[src/rtl/spine_leaf_injector.sv]
// Purpose : leaf-side packet builder; emits a header flit then len payload flits into a spine router leaf port.
// Latency : a flit sent in cycle N is visible on spine_out_valid/data in cycle N+1 (registered outputs).
// Backpressure: credit-based; no send while credits==0, pl_ready stalls the payload source.
//
// Ports:
//   clk, reset (async active-low)
//   req_valid/req_ready/req_dest/req_len   : packet request handshake
//   pl_valid/pl_ready/pl_data              : payload stream handshake
//   spine_out_valid/spine_out_data         : flit link to the router (no ready)
//   credit_return                          : one pulse per router FIFO slot freed
//   credits, busy, credit_err              : status (credit_err is sticky until reset)
module spine_leaf_injector #(
  parameter int          DWIDTH    = 16,
  parameter logic [3:0]  SRC_GROUP = 4'b0111,
  parameter int          SRC_ID    = 2,
  parameter int          CREDITS   = 8,
  parameter int          CW        = 4
) (
  input  logic              clk,
  input  logic              reset,
  input  logic              req_valid,
  output logic              req_ready,
  input  logic [5:0]        req_dest,
  input  logic [3:0]        req_len,
  input  logic              pl_valid,
  output logic              pl_ready,
  input  logic [DWIDTH-1:0] pl_data,
  output logic [DWIDTH-1:0] spine_out_data,
  output logic              spine_out_valid,
  input  logic              credit_return,
  output logic [CW-1:0]     credits,
  output logic              busy,
  output logic              credit_err
);

  typedef enum logic [1:0] {
    IDLE    = 2'd0,
    HDR     = 2'd1,
    PAYLOAD = 2'd2
  } state_e;

  localparam logic [CW-1:0] CRED_MAX = CW'(CREDITS);
  localparam logic [1:0]    SRC_LO   = SRC_ID[1:0];

  state_e            state_q, state_d;
  logic [5:0]        dest_q, dest_d;
  logic [3:0]        len_q, len_d;
  logic [3:0]        cnt_q, cnt_d;
  logic [CW-1:0]     credits_q, credits_d;
  logic              err_q, err_d;
  logic              out_vld_q;
  logic [DWIDTH-1:0] out_dat_q;

  logic              send;
  logic [DWIDTH-1:0] send_dat;
  logic              credit_ok;
  logic [DWIDTH-1:0] hdr_flit;
  logic [3:0]        cnt_inc;

  // Send decisions look only at the registered count, so a credit
  // returned while at zero becomes usable one cycle later.
  assign credit_ok = (credits_q != '0);
  assign hdr_flit  = {dest_q, SRC_GROUP, SRC_LO, len_q};
  assign cnt_inc   = cnt_q + 4'd1;

  // Next-state, handshakes and flit selection.
  always_comb begin
    state_d   = state_q;
    dest_d    = dest_q;
    len_d     = len_q;
    cnt_d     = cnt_q;
    send      = 1'b0;
    send_dat  = '0;
    req_ready = 1'b0;
    pl_ready  = 1'b0;
    case (state_q)
      IDLE: begin
        req_ready = 1'b1;
        if (req_valid) begin
          dest_d  = req_dest;
          len_d   = req_len;
          state_d = HDR;
        end
      end
      HDR: begin
        if (credit_ok) begin
          send     = 1'b1;
          send_dat = hdr_flit;
          cnt_d    = '0;
          state_d  = (len_q != 4'd0) ? PAYLOAD : IDLE;
        end
      end
      PAYLOAD: begin
        pl_ready = credit_ok;
        if (pl_valid && credit_ok) begin
          send     = 1'b1;
          send_dat = pl_data;
          cnt_d    = cnt_inc;
          if (cnt_inc == len_q) begin
            state_d = IDLE;
          end
        end
      end
      default: state_d = IDLE;
    endcase
  end

  // Credit counter. A return while already full is dropped and flagged;
  // a send only happens with credits>0, so there is no underflow path.
  always_comb begin
    credits_d = credits_q;
    err_d     = err_q;
    case ({credit_return, send})
      2'b10: begin
        if (credits_q == CRED_MAX) begin
          err_d = 1'b1;
        end else begin
          credits_d = credits_q + CW'(1);
        end
      end
      2'b01:   credits_d = credits_q - CW'(1);
      default: credits_d = credits_q;
    endcase
  end

  always_ff @(posedge clk or negedge reset) begin
    if (!reset) begin
      state_q   <= IDLE;
      dest_q    <= '0;
      len_q     <= '0;
      cnt_q     <= '0;
      credits_q <= CRED_MAX;
      err_q     <= 1'b0;
      out_vld_q <= 1'b0;
      out_dat_q <= '0;
    end else begin
      state_q   <= state_d;
      dest_q    <= dest_d;
      len_q     <= len_d;
      cnt_q     <= cnt_d;
      credits_q <= credits_d;
      err_q     <= err_d;
      out_vld_q <= send;
      out_dat_q <= send ? send_dat : '0;
    end
  end

  assign spine_out_valid = out_vld_q;
  assign spine_out_data  = out_dat_q;
  assign credits         = credits_q;
  assign credit_err      = err_q;
  assign busy            = (state_q != IDLE);

endmodule

[config.mk]
export PLATFORM = sky130hd
export DESIGN_NAME = spine_leaf_injector
export DESIGN_NICKNAME = d
export VERILOG_FILES = /design/src/rtl/spine_leaf_injector.sv
export SDC_FILE = /design/constraint.sdc
export NUM_CORES = 1
export LEC_CHECK = 0
export CORE_MARGIN = 1.5
export CORE_UTILIZATION = 40
export DETAILED_ROUTE_END_ITERATION = 8
export DONT_BUFFER_PORTS = 1
export GPL_TIMING_DRIVEN = 0
export PLACE_DENSITY_LB_ADDON = 0.12
export SLEW_MARGIN = 20
export SYNTH_ARGS = -nofsm -noshare
export SYNTH_HDL_FRONTEND = slang
export SYNTH_SLANG_ARGS = --single-unit
[constraint.sdc]
create_clock -name clk -period 4.1 [get_ports clk]
set_clock_uncertainty 0.05 [all_clocks]
set_input_delay 0.82 -clock clk [delete_from_list [all_inputs] [get_ports clk]]
set_output_delay 0.82 -clock clk [all_outputs]
set_load 0.005 [all_outputs]
==> results of run 1 <==
==> power by group <==
| group | switching, µW | internal, µW |
|---|---|---|
| combinational | 281 | 270 |
| clock | 126 | 114 |
| sequential | 132 | 523 |
| total | 539 | 907 |
==> cell usage in the layout (no fill, tap or decap), types with 2 or more instances in the layout <==
cell type   n
mux2_2     11
clkbuf_1    4
inv_1       5
a21oi_1     4
xnor2_1     5
and3_1      3
ha_1        5
a22oi_1    10
clkinv_2    2
and2_1      6
nor2b_1    15
nand3_1     2
o21ai_0     2
nand2_1     4
nor2_1      4
a31oi_1     3
o21ai_1     3
mux2i_1     2
xor2_1      3
dfrtp_1    37
nor3_1      2
clkbuf_8    5
==> worst min path at each step <==
stage,startpoint,endpoint
after floorplan,credit_err,credit_err
after global placement,dest_q[5],dest_q[5]
after detailed placement,credit_err,credit_err
after CTS,reset,len_q[1]
after global routing,reset,len_q[2]
final,reset,len_q[1]
==> routing by layer <==
| metal | GRT usage [%] | wire length, µm | vias to the layer above |
|---|---|---|---|
| li1 | - | - | 533 |
| met1 | 17.59 | 1537 | 570 |
| met2 | 26.07 | 1733 | 46 |
| met3 | 7.018 | 265 | 5 |
| met4 | 5.664 | 43 | 0 |
| met5 | 0 | 0 | - |
==> cell families after synthesis <==
group	synth area share, %
AND/OR/NAND/NOR	13.28
flip-flops	54.63
AO/OA/AOI/OAI	13.57
multiplexers	8.256
buffers and inverters	2.656
XOR/XNOR	4.020
adder cells (fa/ha/maj)	3.589
==> critical path, delay by kind of cell, from the launching register on <==
kind	cells	cell delay, ns
simple gates	2	0.81
flops	1	0.49
==> stage by stage <==
stage / total power [µW] / utilization, % / std cells / hold slack [ns] / instance area [µm²]
5_1_grt: 1558 / 46.11 / 204 / 0.1512 / 1884
2_1_floorplan: 1082 / - / 147 / 0.4163 / 1743
3_5_place_dp: 1219 / 44.18 / 197 / 0.4442 / 1805
4_1_cts: 1463 / 46.11 / 204 / 0.1605 / 1884
6_report: 1446 / 46.11 / 204 / 0.1682 / 1884
3_3_place_gp: 1198 / 44.18 / 197 / 0.4401 / 1805
==> state kept, by name (all words and copies together) (netlist names) <==
| signal | cells |
|---|---|
| spine_out_data | 16 |
| cnt_q | 4 |
| spine_out_valid | 1 |
| len_q | 4 |
| dest_q | 6 |
| state_q | 2 |
| credit_err | 1 |
| credits | 4 |
==> cell type report <==
class                      count  area, µm²
fill                         383       2202
sequential                    38      952.2
multi-input combinational     98      744.5
clock buffer                   5      68.82
tap                           50      62.56
buffer                         6      27.53
inverter                       5      18.77
clock inverter                 2      10.01
==> results.yml, run 1 <==
sta:
  finalHoldViolCount: 0
  rsz0062_at_grt: "no"
  fin_crit_sh_pct: 59.82
  min_period_ns: 2.452
  finalSetupViolations: 0
  layout_setup_ws_ns: 1.648
  fmax_mhz: 407.8
  slew_violations: 0
  max_slew_margin_pct: 65.19
  fin_setup_tns_ns: 0
  tightest_slew_ns: 0.5209
global_route:
  grt-ovfl-total: 0
  grt_pass1_wl_mm: 5.851
  antenna_found_initial: 0
  first_global_vias: 1206
  grt_max_degree: 39
  track_usage_pct: 15.63
worst_setup_path:
  cp.required_ns: 3.23
  worstPathArrival_ns: 1.58
  crit_type: "reg2out"
  worstSetupEndpointType: "output port"
  regToRegEndpoint: "credits[2]"
  cp_slowest_cell: "or4_4"
  rr_worst_depth: 8
  max_stage_delay_ns: 0.61
  critPathLaunchType: "flip-flop"
  cp_cell_sequence: "or4_4 -> and2_1"
  timing.rr.start: "credits[1]"
  startpoint: "credits[1]"
  r2r_slack_ns: 1.73
  critical_path.endpoint: "pl_ready"
  worstPathMaxFanout: 8
logic_synthesis:
  postSynthAreaPerCell_um2: 11.86
  synth.ff_latch_count: 38
  synth_most_common_cell: "dfrtp_1"
  ys_warn_count: 0
  syn-num-nets: 183
  yosys.cell_types.count: 37
  async_reset_ff_share_pct: 100.0
  synth_edf_count: 0
  yosysTopAreaCellShare_pct: 53.12
  yosys-top-cells-area: "dfrtp_1, mux2_2, nor2b_1"
  syn_inst: 147
  synthTopCellsByCount: "dfrtp_1, nor2b_1, mux2_2"
  seq_area_frac_synth_pct: 54.63
  syn_area_um2: 1743
  ys.flop_type: "dfrtp_1"
  synth_largest_area_cell: "dfrtp_1"
routing:
  antenna_left: 0
  drcViolationCount: 0
  viasPerCell: 5.657
  drt_iter0_drc: 32
  wl_mm: 3.579
  vias: 1154
  avgRoutedWirePerCell_um: 17.54
  first_pass_iters: 4
floorplanning:
  fp.dieW_um: 69.01
  core-area_um2: 4086
  rows: 23
  die_area_um2: 4762
  start_util_pct: 42.65
  die_y_um: 69.01
  ios: 56
power_and_ir_drop:
  peakVddDrop_uv: 263.2
  leakagePower_uw: 0.0008322
  power_density_nw_per_um2: 767.5
clocking:
  cts_tree: "done"
  post_cts_buffers: 0
  holdBufCountCts: 0
  clock_sinks: 38
  cts_resized: 0
  cts_buffer_depth: 2
  cts_root_buf: "clkbuf_8"
  worstSkewPairLatency_ns: 0.29
  clk_pin_slew_worst_paths_ns: 0.07
  htreeDepth: 2
  cts_buffers: 5
status:
  status: "finished clean"
min_path:
  hold_class: "in2async"
placed_design:
  place_ws_ns: 1.711
  portBuffers: 0
  gp_congestion: 0.8060
  dp_hpwl_mm: 2.599
final_layout:
  finalNetCount: 190
  diodes: 0
  final_layout_size_suffix_gt1_share_pct: 16.23
  syn_to_final_growth_pct: 8.112
job:
  cap_violations: 0
Note: power is estimated with default switching activity, not from simulation.
==> run 2, diff against run 1 <==
Clock period 4.1 ns to 2.5 ns, I/O delays scaled along.
==> results.yml, run 2 (synthesis gave the netlist of run 1 again) <==
sta:
  max_slew_margin_pct: 65.22
  min_period_ns: 2.288
  fin_setup_tns_ns: 0
  tightest_slew_ns: 0.5205
  fin_crit_sh_pct: 91.52
  finalHoldViolCount: 0
  rsz0062_at_grt: "no"
  slew_violations: 0
  finalSetupViolations: 0
  fmax_mhz: 437.0
worst_setup_path:
  r2r_slack_ns: 0.21
  regToRegEndpoint: "credits[2]"
  worstPathArrival_ns: 2.41
  cp_cell_sequence: "or4_4 -> o211ai_2 -> nor2_2 -> xor2_1 -> ha_1 -> nor4_1 -> a31oi_1 -> xnor2_1"
  cp.required_ns: 2.62
  crit_family: "simple AND/OR/NAND/NOR gates"
  max_stage_delay_ns: 0.59
  worstPathMaxFanout: 8
  crit_buf_inv: 0
  cp_slowest_cell: "or4_4"
  rr_worst_depth: 8
  path_depth: 8
  crit_type: "reg2reg"
  worstSetupEndpointType: "flip-flop"
  critPathLaunchType: "flip-flop"
  timing.rr.start: "credits[1]"
floorplanning:
  die_area_um2: 4762
  fp.dieW_um: 69.01
  rows: 23
  start_util_pct: 42.65
  die_y_um: 69.01
  ios: 56
  core-area_um2: 4086
clocking:
  post_cts_buffers: 0
  clock_sinks: 38
  clk_pin_slew_worst_paths_ns: 0.07
  cts_buffers: 5
  cts_root_buf: "clkbuf_8"
  cts_tree: "done"
  htreeDepth: 2
  cts_buffer_depth: 2
  worstSkewPairLatency_ns: 0.29
min_path:
  hold_depth: 1
  hold_end: "len_q[1]"
  hp-start: "req_len[1]"
  hold_class: "in2reg"
routing:
  wl_mm: 3.598
  drt_iter0_drc: 35
  vias: 1164
  drcViolationCount: 0
  first_pass_iters: 4
  viasPerCell: 5.650
  avgRoutedWirePerCell_um: 17.47
  antenna_left: 0
global_route:
  grt-ovfl-total: 0
  antenna_found_initial: 0
  track_usage_pct: 15.72
  grt_max_degree: 39
  grt_pass1_wl_mm: 5.892
  first_global_vias: 1219
final_layout:
  largest_reg_flops: 16
  layout_commonest_cell: "dfrtp_1"
  finalNetCount: 192
  syn_to_final_growth_pct: 10.05
  diodes: 0
  layout_common_cells: "dfrtp_1, nor2b_1, mux2_2, a22oi_1, and2_1"
  final_layout_size_suffix_gt1_share_pct: 17.95
power_and_ir_drop:
  peakVddDrop_uv: 432.4
  power_density_nw_per_um2: 1248
  p_sw_uw: 900.2
  intPower_uw: 1494
  switching_share_pct: 37.60
  power_uw: 2394
  p_comb_share_pct: 38.7
  p_clk_share_pct: 16.4
  leakagePower_uw: 0.0008444
  sequentialPowerShare_pct: 44.9
status:
  status: "finished clean"
placed_design:
  portBuffers: 0
  dp_hpwl_mm: 2.599
  gp_congestion: 0.8060
job:
  cap_violations: 0
==> run 2: changes by cell type in the layout (fill, tap and decap cells not counted), sizes merged <==
| cell | delta |
|---|---|
| buf | +1 |
| dlygate4sd3 | +1 |
==> run 2: through the flow <==
step	std cells	hold slack (ns)	utilization, %	worst slack (ns)	instance area, µm²
CTS	206	0.2991	46.85	0.1138	1914
global route	206	0.2913	46.94	0.06291	1918
detailed placement	197	0.1557	44.18	0.1157	1805
global placement	197	0.1558	44.18	0.1958	1805
finish	206	0.3055	46.94	0.2119	1918
floorplan	147	0.1544	-	0.3404	1743
==> run 2: timing repair <==
item                       4_1_cts  5_1_grt
hold buffers                     2        0
setup endpoints to repair        0        1
hold endpoints to repair        38        0
gates resized for setup          0        2
==> run 2: how the worst max path moves through the flow <==
stage                from         end  slack (ns)
2_1_floorplan  credits[1]  credits[2]        0.34
3_3_place_gp   credits[1]  credits[2]        0.20
3_5_place_dp   credits[1]  credits[2]        0.12
4_1_cts        credits[1]  credits[2]        0.11
5_1_grt        credits[1]  credits[2]        0.06
6_report       credits[1]  credits[2]        0.21
==> run 2: power groups by stage <==
| stage | clock network [µW] | logic (µW) | registers, µW |
|---|---|---|---|
| 6_report | 393 | 926 | 1080 |
| 5_1_grt | 434 | 1040 | 1110 |
| 4_1_cts | 408 | 931 | 1080 |
| 3_5_place_dp | 0 | 910 | 1090 |
| 3_3_place_gp | 0 | 885 | 1080 |
| 2_1_floorplan | 0 | 749 | 1020 |
==> run 2: final cells by class <==
cell class | instances | area (µm²)
Buffer | 6 | 27.53
Clock buffer | 5 | 68.82
Clock inverter | 2 | 10.01
Fill cell | 380 | 2168
Inverter | 5 | 18.77
Multi-Input combinational cell | 98 | 747.0
Sequential cell | 38 | 953.4
Tap cell | 50 | 62.56
Timing Repair Buffer | 2 | 30.03
==> run 2: layer usage <==
| metal | share of wire, % | vias up | GRT usage [%] |
|---|---|---|---|
| li1 | - | 538 | - |
| met1 | 43 | 575 | 17.78 |
| met2 | 48 | 46 | 26.28 |
| met3 | 7.3 | 5 | 6.871 |
| met4 | 1.2 | 0 | 5.664 |
| met5 | 0 | - | 0 |
==> run 3, diff against run 2 <==
Settings changed: ABC_CLOCK_PERIOD_IN_PS from default to 2500.
==> results of run 3 <==
The final DEF is identical to that of run 2; final timing and power are the same.
